--- config.mk ---
export PLATFORM = sky130hd
export DESIGN_NAME = clock_divider_bank
export DESIGN_NICKNAME = d
export VERILOG_FILES = /design/src/rtl/clock_divider_bank.sv
export SDC_FILE = /design/constraint.sdc
export NUM_CORES = 1
export LEC_CHECK = 0
export BUFFER_PORTS_ARGS = -buffer_cell sky130_fd_sc_hd__buf_2
export CORE_MARGIN = 1
export CORE_UTILIZATION = 42
export CTS_CLUSTER_SIZE = 30
export DETAILED_ROUTE_END_ITERATION = 7
export HOLD_SLACK_MARGIN = 0.1
export RECOVER_POWER = 50
export SETUP_SLACK_MARGIN = 0.4
export SYNTH_ARGS = -nofsm -noshare
export SYNTH_HDL_FRONTEND = slang
export SYNTH_SLANG_ARGS = --single-unit
--- constraint.sdc ---
create_clock -name clock -period 5.1 [get_ports clock]
set_input_delay 1.02 -clock clock [delete_from_list [all_inputs] [get_ports clock]]
set_output_delay 1.02 -clock clock [all_outputs]
set_load 0.02 [all_outputs]
--- src/rtl/clock_divider_bank.sv ---
`default_nettype none
// ============================================================================
//  Module   : clock_divider_bank
//  Purpose  : Bank of independent programmable clock dividers. Each channel
//             divides clock by (div_act+1) and drives either a 50 % square
//             wave (toggle mode) or a one-cycle strobe (pulse mode).
//             Divisor/mode writes land in a shadow register. The shadow is
//             copied to the active register only at an apply event: terminal
//             count, sync, or the channel being disabled. This keeps outputs
//             glitch-free.
//  Ports    : clock        - system clock, rising edge
//             reset_n      - asynchronous active-low reset
//             en           - per-channel run enable (level)
//             sync         - restart all enabled channels in phase
//             cfg_we       - configuration write strobe
//             cfg_chan     - target channel (values >= CHANNELS ignored)
//             cfg_div      - new divisor
//             cfg_mode     - new mode: 0 toggle, 1 pulse
//             out          - divided output per channel (registered)
//             tick         - terminal-count strobe per channel (registered)
//             cfg_pending  - shadow holds a value not yet applied
//  Revision : 1.0 - initial release
// ============================================================================
module clock_divider_bank #(
    parameter  int CHANNELS    = 2,
    parameter  int WIDTH       = 25,
    parameter  int DEFAULT_DIV = 25000,
    localparam int c_CW        = (CHANNELS > 1) ? $clog2(CHANNELS) : 1
) (
    input  logic                clock,
    input  logic                reset_n,
    input  logic [CHANNELS-1:0] en,
    input  logic                sync,
    input  logic                cfg_we,
    input  logic [c_CW-1:0]     cfg_chan,
    input  logic [WIDTH-1:0]    cfg_div,
    input  logic                cfg_mode,
    output logic [CHANNELS-1:0] out,
    output logic [CHANNELS-1:0] tick,
    output logic [CHANNELS-1:0] cfg_pending
);

    localparam logic [WIDTH-1:0] c_DEF_DIV = WIDTH'(DEFAULT_DIV);
    localparam logic [WIDTH-1:0] c_ONE     = WIDTH'(1);

    // Parameter sanity checks, reported at elaboration time.
    if (CHANNELS < 1 || CHANNELS > 16) begin : g_bad_channels
        $error("clock_divider_bank: CHANNELS must be 1..16");
    end
    if (WIDTH < 1) begin : g_bad_width
        $error("clock_divider_bank: WIDTH must be at least 1");
    end
    if (DEFAULT_DIV < 0 || (WIDTH < 31 && (DEFAULT_DIV >> WIDTH) != 0)) begin : g_bad_default
        $error("clock_divider_bank: DEFAULT_DIV does not fit in WIDTH bits");
    end

    for (genvar i = 0; i < CHANNELS; i++) begin : g_chan
        logic [WIDTH-1:0] r_cnt_q,     w_cnt_d;
        logic [WIDTH-1:0] r_div_act_q, w_div_act_d;
        logic [WIDTH-1:0] r_div_shd_q, w_div_shd_d;
        logic             r_mode_act_q, w_mode_act_d;
        logic             r_mode_shd_q, w_mode_shd_d;
        logic             r_pend_q,    w_pend_d;
        logic             r_out_q,     w_out_d;
        logic             r_tick_q,    w_tick_d;
        logic             w_tc;
        logic             w_apply;
        logic             w_wr;

        always_comb begin
            w_tc    = en[i] && (r_cnt_q == r_div_act_q);
            // Any event that restarts the count is a safe point to switch
            // divisor/mode; the shadow moves over only if one is waiting.
            w_apply = r_pend_q && (!en[i] || sync || w_tc);
            // Channel index compare also rejects out-of-range cfg_chan.
            w_wr    = cfg_we && (int'(cfg_chan) == i);

            w_cnt_d  = r_cnt_q;
            w_out_d  = r_out_q;
            w_tick_d = 1'b0;

            if (!en[i] || sync) begin
                w_cnt_d = '0;
                w_out_d = 1'b0;
            end else if (w_tc) begin
                w_cnt_d  = '0;
                w_tick_d = 1'b1;
                // Uses the mode in force before any apply on this edge.
                w_out_d  = r_mode_act_q ? 1'b1 : ~r_out_q;
            end else begin
                w_cnt_d = r_cnt_q + c_ONE;
                if (r_mode_act_q) begin
                    w_out_d = 1'b0;
                end
            end

            w_div_act_d  = w_apply ? r_div_shd_q  : r_div_act_q;
            w_mode_act_d = w_apply ? r_mode_shd_q : r_mode_act_q;

            // A write coinciding with an apply lands in the shadow and stays
            // pending; the apply on that edge uses the previous shadow.
            w_div_shd_d  = w_wr ? cfg_div  : r_div_shd_q;
            w_mode_shd_d = w_wr ? cfg_mode : r_mode_shd_q;
            if (w_wr) begin
                w_pend_d = 1'b1;
            end else if (w_apply) begin
                w_pend_d = 1'b0;
            end else begin
                w_pend_d = r_pend_q;
            end
        end

        always_ff @(posedge clock or negedge reset_n) begin
            if (!reset_n) begin
                r_cnt_q      <= '0;
                r_div_act_q  <= c_DEF_DIV;
                r_div_shd_q  <= c_DEF_DIV;
                r_mode_act_q <= 1'b0;
                r_mode_shd_q <= 1'b0;
                r_pend_q     <= 1'b0;
                r_out_q      <= 1'b0;
                r_tick_q     <= 1'b0;
            end else begin
                r_cnt_q      <= w_cnt_d;
                r_div_act_q  <= w_div_act_d;
                r_div_shd_q  <= w_div_shd_d;
                r_mode_act_q <= w_mode_act_d;
                r_mode_shd_q <= w_mode_shd_d;
                r_pend_q     <= w_pend_d;
                r_out_q      <= w_out_d;
                r_tick_q     <= w_tick_d;
            end
        end

        assign out[i]         = r_out_q;
        assign tick[i]        = r_tick_q;
        assign cfg_pending[i] = r_pend_q;
    end

endmodule
`default_nettype wire

==> metrics.md, run 1 <==
| Metric | Value |
|---|---|
| Failing checks | max-capacitance violations, max-slew violations |
| WHS Endpoint | g_chan[1].r_div_act_q[15] |
| Min Tclk post-route | 2990 ps |
| Clk_skew | between 5 and 6 ps |
| Port bufs | 38 |
| FF/Latch Area | 4030 um^2 |
| Ys Warns | 0 |
| Clock root buffer | clkbuf_16 |
| Antenna violations before repair | 0 |
| Vias in the first global route | 4,596 |
| WP data arrival | 3290 ps |
| Area Growth Syn to Fin | 12.7% |
| Hold Crit Class | reg2reg |
| Fin Setup TNS | 0 ps |
| Worst Path Class, Setup | in2reg |
| N_diodes | 0 |
| Fin. Hold Viols | 0 |
| Pwr/cell area | 397 nW/um^2 |
| Final GP Congestion | around 0.88 |
| GR Overflow Total | 0 |
| Worst-path clk slew | about 60 ps |
| Core area | ~17,000 um^2 |
| Total track usage | 17.8% |
| Crit path max fanout | 29 |
| Worst vdd ir | between 0.0002 and 0.0003 V |
| Post-Syn Nets | between 600 and 700 |
| Placed Instances | 830 |
| Synthesis-stage register bit count | between 150 and 200 |
| Nets | about 660 |
| Initial detailed-routing violation count | 319 |
| DRC | 0 |
| Max cap viols | 3 |
| Via count | about 4,500 |
| Worst skew pair latency | about 420 ps |
| Die area | between 15,000 and 20,000 um^2 |
| Initial Util | approximately 43% |
| Cts bufs inserted | 17 |
| Hold Path Cell Cnt | 1 |
| # IOs | 39 |
| Final std cells w/o fill | 862 |
| Final Cycle Share | a little under 60% |
| Synth unique cells | 41 |
| Via density | about 5.2 |
| Hold_sp | g_chan[1].r_div_shd_q[15] |
| Crit end category | flop |
| CP startpoint kind | input port |
| Routed len/inst | 17.3 um |
| Fin. max-slew vios | around 150 |
| Clock sink total | 160 |
| Layout cell share with drive strength beyond 1 | between 30% and 40% |
| Critical Path RT | between 5000 and 6000 ps |
| First-pass GRT wire length | about 25,000 um |
| H-tree depth | 4 |
| Site Rows | 48 |
| Cell leakage power | between 3 and 4 nW |
| Reg2reg setup slack | ~2200 ps |
| Largest net degree at the start of global routing | 97 |
| Post-Route WL | 14,900 um |
| R2R Path End | g_chan[0].r_out_q |
| RR Startpoint | g_chan[0].r_cnt_q[5] |
| Post_cts resized | 0 |
| Chip height | approximately 130 um |
| Mapped Area | approximately 7400 um^2 |
| Post-CTS Hold Buffers | 0 |
| Worst-Margin Slew | 2360 ps |
| HPWL Detailed | 10,500 um |
| Filler instances | between 1,000 and 1,500 |
| RSZ-0062 raised after global routing | false |
| CTS tree | built |
| DIE WIDTH | 135 um |
| Max Root-Sink Buffers | 2 |
| Setup Fix Bufs, Post-CTS | 0 |
| Synthesized area per cell | approximately 13 um^2 |
| Peak Freq | 0.334 GHz |
| Slew margin rel. | -57.5% |
| Seq/Total Area, Yosys | a little over half |
| R2R depth | 5 |
| Synthesized instance count | 590 |
| Area of the multi-input gates | 3140 um^2 |
| 1st-pass router iterations | 5 |
| Final setup fails | 0 |
| Status | complete, but fails checks |
| Post-route ant nets | 0 |
[through the flow]
step / total power (W) / util (%) / hold WS (ps) / setup WS [ps] / instance area (um^2)
floorplan: 0.00196 / - / 470 / 2700 / 7380
global placement: 0.00211 / 45.0 / 486 / 1730 / 7760
detailed placement: 0.00212 / 45.0 / 494 / 1690 / 7760
CTS: 0.00335 / 48.4 / 509 / 2130 / 8340
global route: 0.00346 / 48.3 / 519 / 1830 / 8320
finish: 0.00331 / 48.3 / 505 / 2110 / 8320
[per-layer routing]
metal  track usage, %  wire length (um)  vias to the layer above
met1             25.3              7100                     2273
met5                0                 0                        -
met3             3.98               551                       13
met2             26.9              7070                       86
met4             6.18               195                        0
li1                 -                 -                     2112
[cell usage after synthesis]
| cell type | n | area [um^2] |
|---|---|---|
| dfrtp_1 | 136 | 3400 |
| o21ai_1 | 1 | 5.00 |
| nor2b_1 | 8 | 50.1 |
| nor4b_4 | 1 | 23.8 |
| o2111ai_1 | 1 | 8.76 |
| and3_1 | 9 | 56.3 |
| or4_1 | 2 | 15.0 |
| nand3_1 | 17 | 85.1 |
| buf_2 | 4 | 20.0 |
| a22o_1 | 1 | 8.76 |
| clkbuf_2 | 1 | 5.00 |
| nand2_1 | 19 | 71.3 |
| mux2_2 | 85 | 957 |
| a41oi_4 | 1 | 27.5 |
| a31oi_2 | 1 | 12.5 |
| nor3b_2 | 1 | 12.5 |
| a21oi_1 | 2 | 10.0 |
| o21ai_0 | 2 | 10.0 |
| nor4_2 | 1 | 12.5 |
| or4_4 | 1 | 11.3 |
| nand4_1 | 21 | 131 |
| and2_1 | 2 | 12.5 |
| clkbuf_1 | 17 | 63.8 |
| and4_1 | 4 | 35.0 |
| mux2_4 | 20 | 300 |
| xor2_1 | 31 | 272 |
| nor4_1 | 12 | 75.1 |
| a2111o_1 | 1 | 11.3 |
| nor3b_1 | 3 | 22.5 |
| nor2_1 | 37 | 139 |
| inv_1 | 14 | 52.6 |
| a41o_1 | 1 | 10.0 |
| a21o_1 | 1 | 7.51 |
| o22ai_1 | 1 | 6.26 |
| xnor2_1 | 60 | 526 |
| ha_1 | 2 | 25.0 |
| buf_4 | 6 | 45.0 |
| nand2b_1 | 4 | 25.0 |
| buf_6 | 2 | 22.5 |
| nor3_1 | 33 | 165 |
| dfstp_2 | 24 | 631 |
[where the power goes]
part	internal (W)	total, W	switching, W
sequential	0.00149	0.00163	0.000144
combinational	0.000273	0.000464	0.000190
clock	0.000720	0.00121	0.000491
total	0.00248	0.00331	0.000826
[placed cells by master (no fill, tap or decap), types with 19 or more instances in the layout]
cell / Yosys / final
nor3_1: 33 / 33
mux2_4: 20 / 20
nor2_1: 37 / 37
xor2_1: 31 / 31
mux2_2: 85 / 85
dfstp_2: 24 / 24
xnor2_1: 60 / 60
buf_2: 4 / 36
clkbuf_16: 0 / 19
dfrtp_1: 136 / 136
nand2_1: 19 / 19
nand4_1: 21 / 21
[how the worst max path moves through the flow]
| stage | from | endpoint | slack [ps] |
|---|---|---|---|
| floorplan | en[0] | g_chan[0].r_div_act_q[10] | 2700 |
| global placement | sync | g_chan[0].r_mode_act_q | 1730 |
| detailed placement | sync | g_chan[0].r_div_act_q[2] | 1690 |
| CTS | sync | g_chan[0].r_div_act_q[2] | 2130 |
| global route | reset_n | g_chan[1].r_div_act_q[15] | 1830 |
| finish | sync | g_chan[0].r_div_act_q[2] | 2110 |
[final cells by class]
cell class              count  area share, %
clock buffers              25           6.35
well taps                 225           3.38
inverters                  14          0.632
clock inverters             7          0.602
repair buffers             45           2.81
flip-flops and latches    160           48.5
multi-input cells         386           37.7
[cell families (layout without fill, tap and decap cells)]
kind of cell	Yosys count	in the layout	share of synthesized area [%]
AOI/OAI and AO/OA	13	13	1.59
buffers and inverters	44	91	2.83
adders and majority gates	2	2	0.339
muxes	105	105	17.0
and+or+nand+nor	175	175	12.8
xor gates and xnor gates	91	91	10.8
DFF	160	160	54.6
[critical path, cell delays in order]
cell and delay (ps):
buf_2 100, inv_1 150, nand2_1 580, and2_1 450, a41oi_4 160, buf_4 420, mux2_2 390
[flip-flops by register name, summed over array words and instances (netlist names)]
| signal | cells |
|---|---|
| g_chan.r_mode_act_q | 2 |
| g_chan.r_mode_shd_q | 2 |
| g_chan.r_cnt_q | 50 |
| g_chan.r_div_act_q | 50 |
| g_chan.r_pend_q | 2 |
| g_chan.r_tick_q | 2 |
| g_chan.r_out_q | 2 |
| g_chan.r_div_shd_q | 50 |
(Power assumes the default switching activity.)
==> run 2: changes to the inputs <==
==> constraint.sdc (replaced) <==
create_clock -name clock -period 2.8 [get_ports clock]
set_input_delay 0.56 -clock clock [delete_from_list [all_inputs] [get_ports clock]]
set_output_delay 0.56 -clock clock [all_outputs]
set_load 0.02 [all_outputs]
==> metrics.md, run 2 (same netlist as run 1, synthesis figures left out) <==
| Metric | Value |
|---|---|
| Switching pwr | 0.00155 W (was 0.000826 W) |
| Critical Path RT | 3110 ps (was 5400 ps) |
| Via density | 5.29 (was 5.20) |
| Layout cell share with drive strength beyond 1 | 33.8% (was 32.3%) |
| Status | complete, but fails checks (unchanged) |
| Worst path buffer plus inverter count | 1 (was 3) |
| GR Overflow Total | 0 (unchanged) |
| Via count | 4,586 (was 4,484) |
| Area Growth Syn to Fin | 14.5% (was 12.7%) |
| Worst path depth | 6 (was 7) |
| Crit path max fanout | 26 (was 29) |
| Port bufs | 38 (unchanged) |
| Fin. Hold Viols | 0 (unchanged) |
| Fin Setup TNS | 0 ps (unchanged) |
| Met3 WL | 591 um (was 551 um) |
| Final GP Congestion | 0.858 (was 0.882) |
| R2R Path End | g_chan[0].r_div_act_q[20] (was g_chan[0].r_out_q) |
| Crit end category | flop (unchanged) |
| Chip height | 135 um (unchanged) |
| H-tree depth | 4 (unchanged) |
| Routed wl met2 | 7030 um (was 7070 um) |
| CP top delay family | simple AND/OR/NAND/NOR gates (unchanged) |
| Vias in the first global route | 4,715 (was 4,596) |
| Antenna violations before repair | 0 (unchanged) |
| CP startpoint kind | flop (was input port) |
| Largest net degree at the start of global routing | 70 (was 97) |
| Final Cycle Share | between 80 and 90% |
| Critical path origin | g_chan[0].r_cnt_q[9] (was sync) |
| Sw Share | 24.4% (was 25.0%) |
| Nets | 664 (was 659) |
| Worst skew pair latency | 430 ps (was 420 ps) |
| Placed Instances | 835 (was 830) |
| Final setup fails | 0 (unchanged) |
| CP max stage cell | or4_4 (was nand2_1) |
| Post-route ant nets | 0 (unchanged) |
| WP data arrival | 2640 ps (was 3290 ps) |
| DIE WIDTH | 135 um (unchanged) |
| Most frequent cells in the layout | 136 x dfrtp_1, 85 x mux2_2, 60 x xnor2_1 (unchanged) |
| Site Rows | 48 (unchanged) |
| Worst Path Class, Setup | reg2reg (was in2reg) |
| Fin. max-slew vios | 97 (was 153) |
| Cell-internal power | 0.00479 W (was 0.00248 W) |
| Top flop regs | g_chan.r_cnt_q (50), g_chan.r_div_act_q (50), g_chan.r_div_shd_q (50) (unchanged) |
| Core area | 17,200 um^2 (unchanged) |
| First-pass GRT wire length | 25,500 um (was 24,600 um) |
| Initial Util | 42.8% (unchanged) |
| Cells along the critical path | nor2b_1 -> or4_4 -> nor4b_4 -> a41oi_4 -> buf_6 -> mux2_4 (was buf_2 -> inv_1 -> nand2_1 -> and2_1 -> a41oi_4 -> buf_4 -> mux2_2) |
| Initial detailed-routing violation count | 363 (was 319) |
| Crit-path max cell delay | 540 ps (was 580 ps) |
| RR Startpoint | g_chan[0].r_cnt_q[9] (was g_chan[0].r_cnt_q[5]) |
| Final std cells w/o fill | 867 (was 862) |
| Min Tclk post-route | 2330 ps |
| Die area | 18,100 um^2 (unchanged) |
| Cell leakage power | 3.52 nW (was 3.46 nW) |
| HPWL Detailed | 11,000 um (was 10,500 um) |
| Clock sink total | 160 (unchanged) |
| CTS tree | built (unchanged) |
| Sequential share of power | 46.8% (was 49.4%) |
| 1st-pass router iterations | 4 (was 5) |
| Pwr/cell area | 750 nW/um^2 (was 397 nW/um^2) |
| Total track usage | 18.8% (was 17.8%) |
| RSZ-0062 raised after global routing | false (unchanged) |
| Clk_skew | 11.1 ps (was 5.37 ps) |
| R2R depth | 6 (was 5) |
| Filler instances | 1,517 (was 1,493) |
| Peak Freq | ~0.43 GHz |
| Routed len/inst | 17.7 um (was 17.3 um) |
| Max cap viols | 2 (was 3) |
| Worst-path clk slew | 60 ps (about the same) |
| Hold Crit Class | in2reg (was reg2reg) |
| Logic pwr share | 13.6% (was 14.0%) |
| Highest routed layer | met4 (unchanged) |
| M1 wire length | 7470 um (was 7100 um) |
| Worst-Margin Slew | 1730 ps (was 2360 ps) |
| DRC | 0 (unchanged) |
| Slew margin rel. | -15.7% (was -57.5%) |
| Worst vdd ir | 0.000480 V (was 0.000256 V) |
| Cts bufs inserted | 17 (unchanged) |
| Setup Fix Bufs, Post-CTS | 0 (unchanged) |
| Critical Path Sink | g_chan[0].r_div_act_q[20] (was g_chan[0].r_div_act_q[2]) |
| Failing checks | max-capacitance violations, max-slew violations (unchanged) |
| Post-Route WL | 15,400 um (was 14,900 um) |
| Clk pwr share | 39.6% (was 36.6%) |
| Reg2reg setup slack | 470 ps (was 2160 ps) |
| N_diodes | 0 (unchanged) |
| Clock root buffer | clkbuf_16 (unchanged) |
| Most common cell after layout, fill and taps aside | dfrtp_1 (unchanged) |
| Max Root-Sink Buffers | 2 (unchanged) |
| # IOs | 39 (unchanged) |
run 2: cell count changes in the layout (fill, tap and decap cells not counted), sizes merged:
| cell | previous run | this run |
|---|---|---|
| buf | 41 | 45 |
| bufinv | 0 | 5 |
| clkbuf | 29 | 24 |
| clkinvlp | 3 | 4 |
| clkinv | 4 | 3 |
| inv | 14 | 15 |
run 2: through the flow:
stage | utilization (%) | setup WS [ps] | hold slack [ps] | instance area (um^2) | power (W)
CTS | 49.1 | 465 | 144 | 8470 | 0.00643
detailed placement | 45.3 | 248 | 492 | 7810 | 0.00387
global route | 49.0 | 400 | 374 | 8450 | 0.00663
finish | 49.0 | 470 | 387 | 8450 | 0.00634
global placement | 45.3 | 250 | 485 | 7810 | 0.00384
floorplan | - | 579 | 264 | 7380 | 0.00357
run 2: final cells by class:
class,count,area (um^2),area share (%)
timing repair buffer,50,287,3.39
multi-input combinational,386,3160,37.3
clock inverter,13,211,2.50
inverter,14,52.6,0.622
clock buffer,19,433,5.12
tap,225,282,3.33
sequential,160,4030,47.7
run 2: worst min-delay path by stage:
stage	startpoint	end	cells after the start
finish	cfg_div[17]	g_chan[0].r_div_shd_q[17]	2
CTS	reset_n	g_chan[1].r_cnt_q[13]	1
floorplan	reset_n	g_chan[0].r_cnt_q[0]	0
detailed placement	g_chan[1].r_div_shd_q[1]	g_chan[1].r_div_act_q[1]	1
global route	cfg_div[2]	g_chan[1].r_div_shd_q[2]	2
global placement	g_chan[1].r_mode_shd_q	g_chan[1].r_mode_act_q	1
run 2: power by group through the flow:
| stage | combinational, W | sequential (W) | clock, W |
|---|---|---|---|
| after floorplan | 0.000666 | 0.00290 | 0 |
| after global placement | 0.000840 | 0.00300 | 0 |
| after global routing | 0.000946 | 0.00302 | 0.00267 |
| after CTS | 0.000873 | 0.00297 | 0.00258 |
| final | 0.000863 | 0.00296 | 0.00251 |
| after detailed placement | 0.000862 | 0.00301 | 0 |
run 2: metal layers:
metal | track usage, % | vias up
li1 | - | 2133
met1 | 26.7 | 2331
met2 | 28.0 | 102
met3 | 4.09 | 20
met4 | 7.18 | 0
met5 | 0 | -
run 2: repair_timing:
item,CTS,global route
hold buffers,0,0
gates resized for setup,4,0
setup endpoints to repair,31,0
==> run 3: changes to the inputs <==
==> constraint.sdc (replaced) <==
create_clock -name clock -period 2 [get_ports clock]
set_input_delay 0.4 -clock clock [delete_from_list [all_inputs] [get_ports clock]]
set_output_delay 0.4 -clock clock [all_outputs]
set_load 0.02 [all_outputs]
==> metrics.md, run 3 (same netlist as run 1, synthesis figures left out) <==
| Metric | Value |
|---|---|
| Port bufs | 38 (unchanged) |
| Final setup fails | 52 (was 0) |
| Peak Freq | 0.455 GHz (was 0.429 GHz) |
| Die area | 18,100 um^2 (unchanged) |
| Initial Util | 42.8% (unchanged) |
| Critical Path RT | 2300 ps (was 3110 ps) |
| Routed len/inst | 18.0 um (was 17.7 um) |
| Hold slack | 226 ps (was 387 ps) |
| Pwr/cell area | 920 nW/um^2 (was 750 nW/um^2) |
| Total track usage | 20.2% (was 18.8%) |
| Vias in the first global route | 5,079 (was 4,715) |
| Initial detailed-routing violation count | 296 (was 363) |
| Cell leakage power | 4.15 nW (was 3.52 nW) |
| Post-route setup slack | -198 ps (was 470 ps) |
| HPWL Detailed | 11,800 um (was 11,000 um) |
| RSZ-0062 raised after global routing | true (was false) |
| Fin. Hold Viols | 0 (unchanged) |
| Cts bufs inserted | 17 (unchanged) |
| Crit-path max cell delay | 540 ps (about the same) |
| Clock root buffer | clkbuf_16 (unchanged) |
| H-tree depth | 4 (unchanged) |
| Design Power | 0.00904 W (was 0.00634 W) |
| Clk_skew | 6.98 ps (was 11.1 ps) |
| CTS tree | built (unchanged) |
| GR Overflow Total | 0 (unchanged) |
| First-pass GRT wire length | 27,500 um (was 25,500 um) |
| Status | complete, but fails checks (unchanged) |
| CP max stage cell | or4_4 (unchanged) |
| Via density | 5.21 (was 5.29) |
| Most common cell after layout, fill and taps aside | dfrtp_1 (unchanged) |
| Post-route ant nets | 0 (unchanged) |
| DIE WIDTH | 135 um (unchanged) |
| CP startpoint kind | flop (unchanged) |
| # IOs | 39 (unchanged) |
| DRC | 0 (unchanged) |
| Worst-Margin Slew | 994 ps (was 1730 ps) |
| Cells along the critical path | nor2b_4 -> or4_4 -> nor4b_4 -> a41oi_4 -> buf_12 -> mux2_4 (was nor2b_1 -> or4_4 -> nor4b_4 -> a41oi_4 -> buf_6 -> mux2_4) |
| Core area | 17,200 um^2 (unchanged) |
| Layout cell share with drive strength beyond 1 | 53.2% (was 33.8%) |
| Worst Path Class, Setup | reg2reg (unchanged) |
| Via count | 4,900 (was 4,586) |
| Max cap viols | 0 (was 2) |
| WP data arrival | 2500 ps (was 2640 ps) |
| Fin. max-slew vios | 0 (was 97) |
| Largest net degree at the start of global routing | 49 (was 70) |
| Hold Crit Class | in2reg (unchanged) |
| Site Rows | 48 (unchanged) |
| Crit path max fanout | 26 (unchanged) |
| Slew margin rel. | 33.8% (was -15.7%) |
| Crit end category | flop (unchanged) |
| Final Cycle Share | 110% (was 83.2%) |
| Area Growth Syn to Fin | 33.0% (was 14.5%) |
| Nets | 738 (was 664) |
| Failing checks | negative setup slack (was max-capacitance violations, max-slew violations) |
| Worst vdd ir | 0.000706 V (was 0.000480 V) |
| Max Root-Sink Buffers | 2 (unchanged) |
| Top flop regs | g_chan.r_cnt_q (50), g_chan.r_div_act_q (50), g_chan.r_div_shd_q (50) (unchanged) |
| Post-Route WL | 16,900 um (was 15,400 um) |
| Antenna violations before repair | 0 (unchanged) |
| 1st-pass router iterations | 4 (unchanged) |
| Clock sink total | 160 (unchanged) |
| Min Tclk post-route | 2200 ps (was 2330 ps) |
| Chip height | 135 um (unchanged) |
| Final GP Congestion | 0.887 (was 0.858) |
| N_diodes | 0 (unchanged) |
| Worst-path clk slew | 60 ps (about the same) |
| Most frequent cells in the layout | 135 x dfrtp_1, 81 x mux2_2, 63 x buf_4 (was 136 x dfrtp_1, 85 x mux2_2, 60 x xnor2_1) |
| Worst skew pair latency | 420 ps (was 430 ps) |
==> run 3: per-stage QoR <==
| stage | instances | area, um^2 | utilization (%) | setup WS [ps] | TNS [ps] |
|---|---|---|---|---|---|
| after global placement | 886 | 8470 | 49.1 | -125 | -3740 |
| final | 941 | 9820 | 57.0 | -198 | -5170 |
| after detailed placement | 886 | 8470 | 49.1 | -188 | -6920 |
| after floorplan | 590 | 7740 | - | -200 | -3810 |
| after CTS | 938 | 9640 | 55.9 | -174 | -4120 |
| after global routing | 941 | 9820 | 57.0 | -242 | -9010 |
==> run 3: metal layers <==
metal / vias to the layer above / global-route usage (%) / routed length (um)
met5: - / 0 / 0
met4: 0 / 6.30 / 189
met3: 15 / 4.09 / 736
met2: 99 / 32.2 / 8230
met1: 2509 / 27.7 / 7750
li1: 2277 / - / -
==> run 3: what timing repair did <==
item	in CTS	in global routing
endpoints found under the hold margin	29	0
gates cloned	4	0
endpoints found under the setup margin	108	108
hold buffers	1	0
setup buffers	15	3
pin swaps	22	7
gates resized for setup	75	39
==> run 3: final cells by class <==
class	instances	area, um^2
sequential	160	4040
inverter	14	52.6
clock inverter	9	129
clock buffer	23	498
multi-input combinational	386	3830
timing repair buffer	124	992
tap	225	282
fill	1367	7410
==> run 3: critical path, delay by kind of cell (launching register included) <==
kind	cells	cell delay, ps
AO/OA/AOI/OAI	1	160
buffers and inverters	1	210
flip-flops	1	390
multiplexers	1	310
AND/OR/NAND/NOR	3	990
==> run 3: worst paths after layout <==
| path | from | to | slack, ps | cells past startpoint |
|---|---|---|---|---|
| hold / removal | cfg_div[17] | g_chan[0].r_div_shd_q[17] | 230 | 2 |
| max in group asynchronous | reset_n | g_chan[1].r_div_shd_q[7] | 330 | 3 |
| hold reg to reg | g_chan[1].r_div_shd_q[10] | g_chan[1].r_div_act_q[10] | 500 | 1 |
| setup reg to reg | g_chan[0].r_cnt_q[9] | g_chan[0].r_div_act_q[12] | -200 | 6 |
| min in group asynchronous | reset_n | g_chan[1].r_div_shd_q[20] | 690 | 2 |
| setup / recovery | g_chan[0].r_cnt_q[9] | g_chan[0].r_div_act_q[12] | -200 | 6 |
==> run 3: report_power, final <==
part	switching (W)	leakage, nW	internal [W]
registers	0.000391	1.97	0.00379
logic	0.000594	1.87	0.000882
clock network	0.00126	0.305	0.00213
